File: config.mk
export PLATFORM = sky130hd
export DESIGN_NAME = ppu_bg_line_fetcher
export DESIGN_NICKNAME = d
export VERILOG_FILES = /design/src/rtl/ppu_bg_line_fetcher.sv
export SDC_FILE = /design/constraint.sdc
export NUM_CORES = 1
export LEC_CHECK = 0
export CAP_MARGIN = 20
export CORE_ASPECT_RATIO = 1.75
export CORE_MARGIN = 2
export CORE_UTILIZATION = 40
export DETAILED_ROUTE_END_ITERATION = 16
export PLACE_DENSITY_LB_ADDON = 0.3
export SLEW_MARGIN = 20
export SYNTH_ARGS = -nofsm -noshare
export SYNTH_HDL_FRONTEND = slang
export SYNTH_SLANG_ARGS = --single-unit
File: constraint.sdc
create_clock -name clock -period 5.8 [get_ports clock]
set_clock_uncertainty 0.05 [all_clocks]
set_input_delay 0.87 -clock clock [delete_from_list [all_inputs] [get_ports clock]]
set_output_delay 0.87 -clock clock [all_outputs]
set_load 0.03 [all_outputs]
File: src/rtl/ppu_bg_line_fetcher.sv
// Background scanline fetcher: map/lo/hi VRAM reads per tile, then one 2-bit pixel per cycle.
// Optional PPU_BG_PALETTE_EN maps raw colour indices through the latched BGP register.
//
// state | meaning
// IDLE  | waiting for start
// MAP   | reading tile-map entry (VRAM_LATENCY cycles)
// LO    | reading low bit-plane byte (VRAM_LATENCY cycles)
// HI    | reading high bit-plane byte (VRAM_LATENCY cycles)
// PUSH  | emitting one pixel per cycle from the fetched tile
// DONE  | one-cycle completion pulse
module ppu_bg_line_fetcher #(
  parameter int LINE_PIXELS  = 160,
  parameter int VRAM_LATENCY = 2
) (
  input  logic        clock,
  input  logic        reset_n,
  input  logic        start,
  input  logic        abort,
  input  logic [7:0]  ly,
  input  logic [7:0]  scx,
  input  logic [7:0]  scy,
  input  logic [7:0]  bgp,
  input  logic        map_sel,
  input  logic        data_sel,
  output logic [15:0] vram_addr,
  output logic        vram_rd,
  input  logic [7:0]  vram_data,
  output logic        pix_we,
  output logic [7:0]  pix_x,
  output logic [1:0]  pix_color,
  output logic        busy,
  output logic        done
);

  typedef enum logic [2:0] {
    S_IDLE, S_MAP, S_LO, S_HI, S_PUSH, S_DONE
  } state_t;

  localparam logic [1:0] LAT_LOAD = 2'(VRAM_LATENCY - 1);
  localparam logic [7:0] LAST_X   = 8'(LINE_PIXELS - 1);

  state_t      state_q, state_d;
  logic [1:0]  lat_q;
  logic [5:0]  tile_q;
  logic [2:0]  bit_q;
  logic [7:0]  idx_q, lo_q, hi_q;
  logic [7:0]  scx_q, bgy_q;
  logic        map_sel_q, data_sel_q;
  logic [7:0]  cnt_q;
  logic        pix_we_q;
  logic [7:0]  pix_x_q;
  logic [1:0]  pix_color_q;

  logic        accept, lat_tc;
  logic [4:0]  tx;
  logic [15:0] map_addr, data_addr;
  logic [2:0]  start_bit, push_bit;
  logic [7:0]  hi_src;
  logic [1:0]  raw_d, color_d;
  logic        pix_we_d;

`ifdef PPU_BG_PALETTE_EN
  logic [7:0]  bgp_q;
`else
  logic        unused_bgp;
  assign unused_bgp = ^bgp;
`endif

  assign accept = (state_q == S_IDLE) && start && !abort;
  assign lat_tc = (lat_q == 2'd0);

  always_ff @(posedge clock or negedge reset_n) begin
    if (!reset_n) state_q <= S_IDLE;
    else          state_q <= state_d;
  end

  always_comb begin
    state_d = state_q;
    if (abort) begin
      state_d = S_IDLE;
    end else begin
      case (state_q)
        S_IDLE: if (start)  state_d = S_MAP;
        S_MAP:  if (lat_tc) state_d = S_LO;
        S_LO:   if (lat_tc) state_d = S_HI;
        S_HI:   if (lat_tc) state_d = S_PUSH;
        S_PUSH: begin
          if (pix_x_q == LAST_X) state_d = S_DONE;
          else if (bit_q == 3'd0) state_d = S_MAP;
        end
        S_DONE:  state_d = S_IDLE;
        default: state_d = S_IDLE;
      endcase
    end
  end

  // Outputs: VRAM port and status decode from state; next pixel values for the pixel registers.
  always_comb begin
    tx        = scx_q[7:3] + tile_q[4:0];
    map_addr  = {5'b10011, map_sel_q, bgy_q[7:3], tx};
    // Signed mode: idx[7]=0 lands at 0x9000+, idx[7]=1 at 0x8800..0x8FF0.
    data_addr = {3'b100, data_sel_q ? 1'b0 : ~idx_q[7], idx_q, bgy_q[2:0], 1'b0};
    vram_rd   = 1'b0;
    vram_addr = 16'h0000;
    case (state_q)
      S_MAP: begin vram_rd = 1'b1; vram_addr = map_addr; end
      S_LO:  begin vram_rd = 1'b1; vram_addr = data_addr; end
      S_HI:  begin vram_rd = 1'b1; vram_addr = {data_addr[15:1], 1'b1}; end
      default: ;
    endcase
    busy = (state_q != S_IDLE);
    done = (state_q == S_DONE);

    start_bit = (tile_q == 6'd0) ? ~scx_q[2:0] : 3'd7;
    push_bit  = (state_q == S_HI) ? start_bit : bit_q - 3'd1;
    hi_src    = (state_q == S_HI) ? vram_data : hi_q;
    raw_d     = {hi_src[push_bit], lo_q[push_bit]};
    pix_we_d  = (state_d == S_PUSH);
`ifdef PPU_BG_PALETTE_EN
    color_d   = bgp_q[{raw_d, 1'b0} +: 2];
`else
    color_d   = raw_d;
`endif
  end

  always_ff @(posedge clock or negedge reset_n) begin
    if (!reset_n) begin
      lat_q       <= 2'd0;
      tile_q      <= 6'd0;
      bit_q       <= 3'd0;
      idx_q       <= 8'h00;
      lo_q        <= 8'h00;
      hi_q        <= 8'h00;
      scx_q       <= 8'h00;
      bgy_q       <= 8'h00;
      map_sel_q   <= 1'b0;
      data_sel_q  <= 1'b0;
      cnt_q       <= 8'h00;
      pix_we_q    <= 1'b0;
      pix_x_q     <= 8'h00;
      pix_color_q <= 2'b00;
`ifdef PPU_BG_PALETTE_EN
      bgp_q       <= 8'h00;
`endif
    end else begin
      if (state_d != state_q)  lat_q <= LAT_LOAD;
      else if (!lat_tc)        lat_q <= lat_q - 2'd1;

      if (accept) begin
        scx_q      <= scx;
        bgy_q      <= ly + scy;
        map_sel_q  <= map_sel;
        data_sel_q <= data_sel;
        tile_q     <= 6'd0;
        cnt_q      <= 8'h00;
`ifdef PPU_BG_PALETTE_EN
        bgp_q      <= bgp;
`endif
      end

      if (state_q == S_MAP && lat_tc) idx_q <= vram_data;
      if (state_q == S_LO  && lat_tc) lo_q  <= vram_data;
      if (state_q == S_HI  && lat_tc) begin
        hi_q  <= vram_data;
        bit_q <= start_bit;
      end
      if (state_q == S_PUSH) begin
        bit_q <= bit_q - 3'd1;
        if (state_d == S_MAP) tile_q <= tile_q + 6'd1;
      end

      pix_we_q <= pix_we_d;
      if (pix_we_d) begin
        pix_x_q     <= cnt_q;
        pix_color_q <= color_d;
        cnt_q       <= cnt_q + 8'd1;
      end
    end
  end

  assign pix_we    = pix_we_q;
  assign pix_x     = pix_x_q;
  assign pix_color = pix_color_q;

endmodule
==> impl_summary.md <==
Timing
Based on the critical path, the design can be clocked at up to ~260 MHz. Adding up every negative setup slack in the final design gives 0 ns. Setup slack on the critical path of the routed design comes to 1.93 ns. The transition at the pin with the smallest max-transition slack is about 1.0 ns. The final count of hold timing violations is 0. The number of slew-limit violations in the final report was 0.

The final setup violation count is 0. The clock period could shrink to between 3 and 4 ns. The worst relative slew slack is a little under a third. Setup repair after global routing left no endpoint under its margin. The final period utilization is 66.7%.

Hold path
The worst hold path startpoint is data_sel_q$_DFFE_PN0P_. Along the worst hold path, the cell count comes to 2. In this run the worst hold path is classified as register to register.

The path with the worst hold slack has its endpoint at data_sel_q$_DFFE_PN0P_.

Synthesis
The number of synthesized flops with an enable pin is 0. After synthesis, the largest area contributor takes up around 44% of total cell area. The area of the mapped netlist is roughly 4300 µm². The average instance in the mapped netlist occupies between 9 and 10 µm².

Yosys printed 0 warnings. The netlist uses 56 different library cells. By area the synthesized netlist is led by dfrtp_1 44%, mux2_2 7.7%, nand2_1 7.6%. The number of cells produced by synthesis is 432.

dfrtp_1 takes more of the synthesized area than any other cell. After synthesis, flip-flops and latches occupy 44.1% of the total area. The proportion of register bits with asynchronous set or reset after synthesis is between 90% and 100%. Counting flops and latches in the post-synthesis netlist gives 75. The prevailing post-synth register cell is dfrtp_1.

Placement
The worst slack after detailed placement is about 2.1 ns. Routability-driven placement finished with a final weighted congestion of ~0.91. The detailed placer's ending HPWL is about 7.3 mm. The number of buffers inserted by port buffering is 65.

Power and ir drop
The power density of the placed cells is 410 nW/µm². The peak supply drop is ~0.00022 V. Summed over all cells, the static leakage comes to between 0.002 and 0.0025 µW.

Clock tree
In this run, post-CTS repair resized a total of 0 instances. The clock drives 75 sinks. After clock tree synthesis, the clock-pin slew on the worst setup and hold paths is roughly 0.06 ns.

The CTS H-tree depth is 3. The TritonCTS buffer count is 9. The clock latency reported for the late side of the worst-skew pair is approximately 0.34 ns.

The CTS tree is yes. The cell chosen for the clock root is clkbuf_16. The number of buffers on the longest clock path is 2. Buffers inserted to repair hold after CTS numbered 0. In this run the post-CTS setup repair buffer count came out at 0.

Floorplan
The initial utilization of the core area, before any placement, comes to around two fifths. 76 I/O pins were placed. The total number of placement rows is 49. The die extent in x is 82.0 µm.

Measured along the y axis, the die boundary spans around 140 µm. The die area is 11500 µm². After floorplanning, the core was sized to cover between 10000 and 15000 µm².

Run status
The run finished with clean final reports.

Drt
The routed via count divided by cell count is ~5.4. The number of DRC violations after detailed routing is 0. The first detailed-routing pass took 4 iterations. The count of vias placed by the detailed router is approximately 3300. The number of antenna-violating nets in the routed design is 0. The final wirelength is approximately 9.9 mm.

In the final routed layout, each cell accounts on average for ~16 µm. The first routing iteration left 169 violations.

GRT
The maximum number of pins on one net before global-route repair is between 70 and 80. The first global-routing pass estimated between 15 and 20 mm of wire. The via count of the first global-routing pass came to roughly 3500. The number of antenna violations at the first check in global routing was 0. The overall track demand over capacity in global routing is a little under a fifth.

The total congestion overflow after global routing is 0.

Finish
The footprint of the multi-input gates is ~2200 µm². The final net count is about 550. The combined flip-flop and latch cell area is between 1500 and 2000 µm². Relative to the synthesized area, the layout overhead comes to 24.7%. The proportion of layout cells with a drive suffix above 1 is 12.6%. Fill cells in the final layout number 987. The final antenna diode count is 0.

Critical path
The worst register-to-register path has a depth of 5. The critical path is of the register to output pin type. Along the worst path, the maximum fanout reaches 6.

The critical path data arrival time is 2.95 ns. The startpoint type of the worst setup path is a register. The worst register-to-register path begins at state_q[1]$_DFF_PN0_. STA classifies the critical path endpoint as an output pin. STA puts the critical path data required time at about 4.9 ns. Across all register-to-register paths, the minimum setup slack is approximately 2.1 ns. The endpoint identified for the worst register-to-register timing path is pix_x[1]$_DFFE_PN0P_.

Flow run
Max-cap violations in this run came to 0.
cell usage after synthesis, types with 3 or more instances:
master    instances
a21oi_1           9
mux2i_1          15
nor2_1           26
buf_4             5
nand3_1          10
a21o_1            3
and3_1            9
dfrtp_1          75
nand2_1          86
xor2_1            7
o21ai_0          21
buf_2             5
ha_1             17
nor4b_2           3
clkbuf_1         11
nand4_1           4
o22ai_1           4
mux2_2           29
a22oi_1           9
o21a_1            4
nor3_1            6
xnor2_1           7
a31oi_1           4
nand3b_1          4
inv_1            13
and2_1            4
nor2b_1           5
state kept, by name, summed over array words and instances (netlist names):
signal	flops
data_sel_q	1
hi_q	8
bgy_q	8
pix_color	2
pix_x	8
cnt_q	8
lat_q	2
state_q	3
idx_q	8
map_sel_q	1
lo_q	8
tile_q	6
scx_q	8
bit_q	3
pix_we	1
how the worst max path moves through the flow:
stage	from	endpoint
2_1_floorplan	tile_q[0]$_DFF_PN0_	vram_addr[4]
5_1_grt	tile_q[0]$_DFF_PN0_	vram_addr[4]
4_1_cts	tile_q[0]$_DFF_PN0_	vram_addr[4]
3_3_place_gp	state_q[1]$_DFF_PN0_	pix_x[6]$_DFFE_PN0P_
3_5_place_dp	state_q[1]$_DFF_PN0_	pix_x[1]$_DFFE_PN0P_
6_report	tile_q[0]$_DFF_PN0_	vram_addr[4]
kinds of logic (layout without fill, tap and decap cells):
family	after synthesis	after routing	share of synthesized area, %
XOR/XNOR	14	14	2.88
buffers and inverters	37	96	3.85
AO/OA/AOI/OAI	72	72	11.8
multiplexers	46	46	12.3
other	1	2	0.0882
adder cells (fa/ha/maj)	19	19	5.94
flip-flops	75	75	44.1
AND/OR/NAND/NOR	168	168	19.1
worst max-delay path: stages, from the launching register on:
cell             delay (ns)
dfrtp_1                0.43
ha_1                   0.25
fa_1                   0.41
a21o_1                 0.19
a21oi_1                0.17
xnor2_1                0.22
a22oi_1                0.13
nor2_1                 0.12
clkdlybuf4s50_1        0.69
cell type report:
cell class,instances,area share [%]
inverters,14,0.991
clock buffers,11,4.58
flip-flops and latches,75,35.4
multi-input cells,321,41.8
clock inverters,5,1.89
repair buffers,66,12.4
well taps,127,3.00
cell usage in the layout, fill, tap and decap left out, drive strengths merged, types with 11 or more instances in the layout:
cell	netlist	layout
o21ai	22	22
mux2	29	29
nor2	27	27
nand3	11	11
clkdlybuf4s50	0	64
dfrtp	75	75
clkbuf	11	11
mux2i	15	15
nand2	86	86
ha	17	17
inv	14	14
routing by layer:
metal | vias up | global-route usage, % | wire length (µm) | share of wire, %
met4 | 0 | 7.46 | 185 | 1.9
met2 | 83 | 34.1 | 5490 | 56
met3 | 15 | 3.54 | 393 | 4.0
li1 | 1618 | - | - | -
met5 | - | 0 | 0 | 0
met1 | 1605 | 21.3 | 3800 | 39
per-stage QoR:
stage	area [µm²]	power [µW]	cells	utilization, %	hold slack (ns)
after floorplan	4260	1300	433	-	0.390
after global placement	4960	1510	603	48.2	0.406
after detailed placement	4960	1530	603	48.2	0.409
after CTS	5300	2190	619	51.5	0.422
after global routing	5300	2300	619	51.5	0.461
final	5300	2170	619	51.5	0.422
power by group:
part / internal (µW) / switching (µW) / total (µW)
registers: 666 / 107 / 774
logic: 352 / 400 / 752
clock network: 431 / 217 / 648
(Power assumes the default switching activity.)
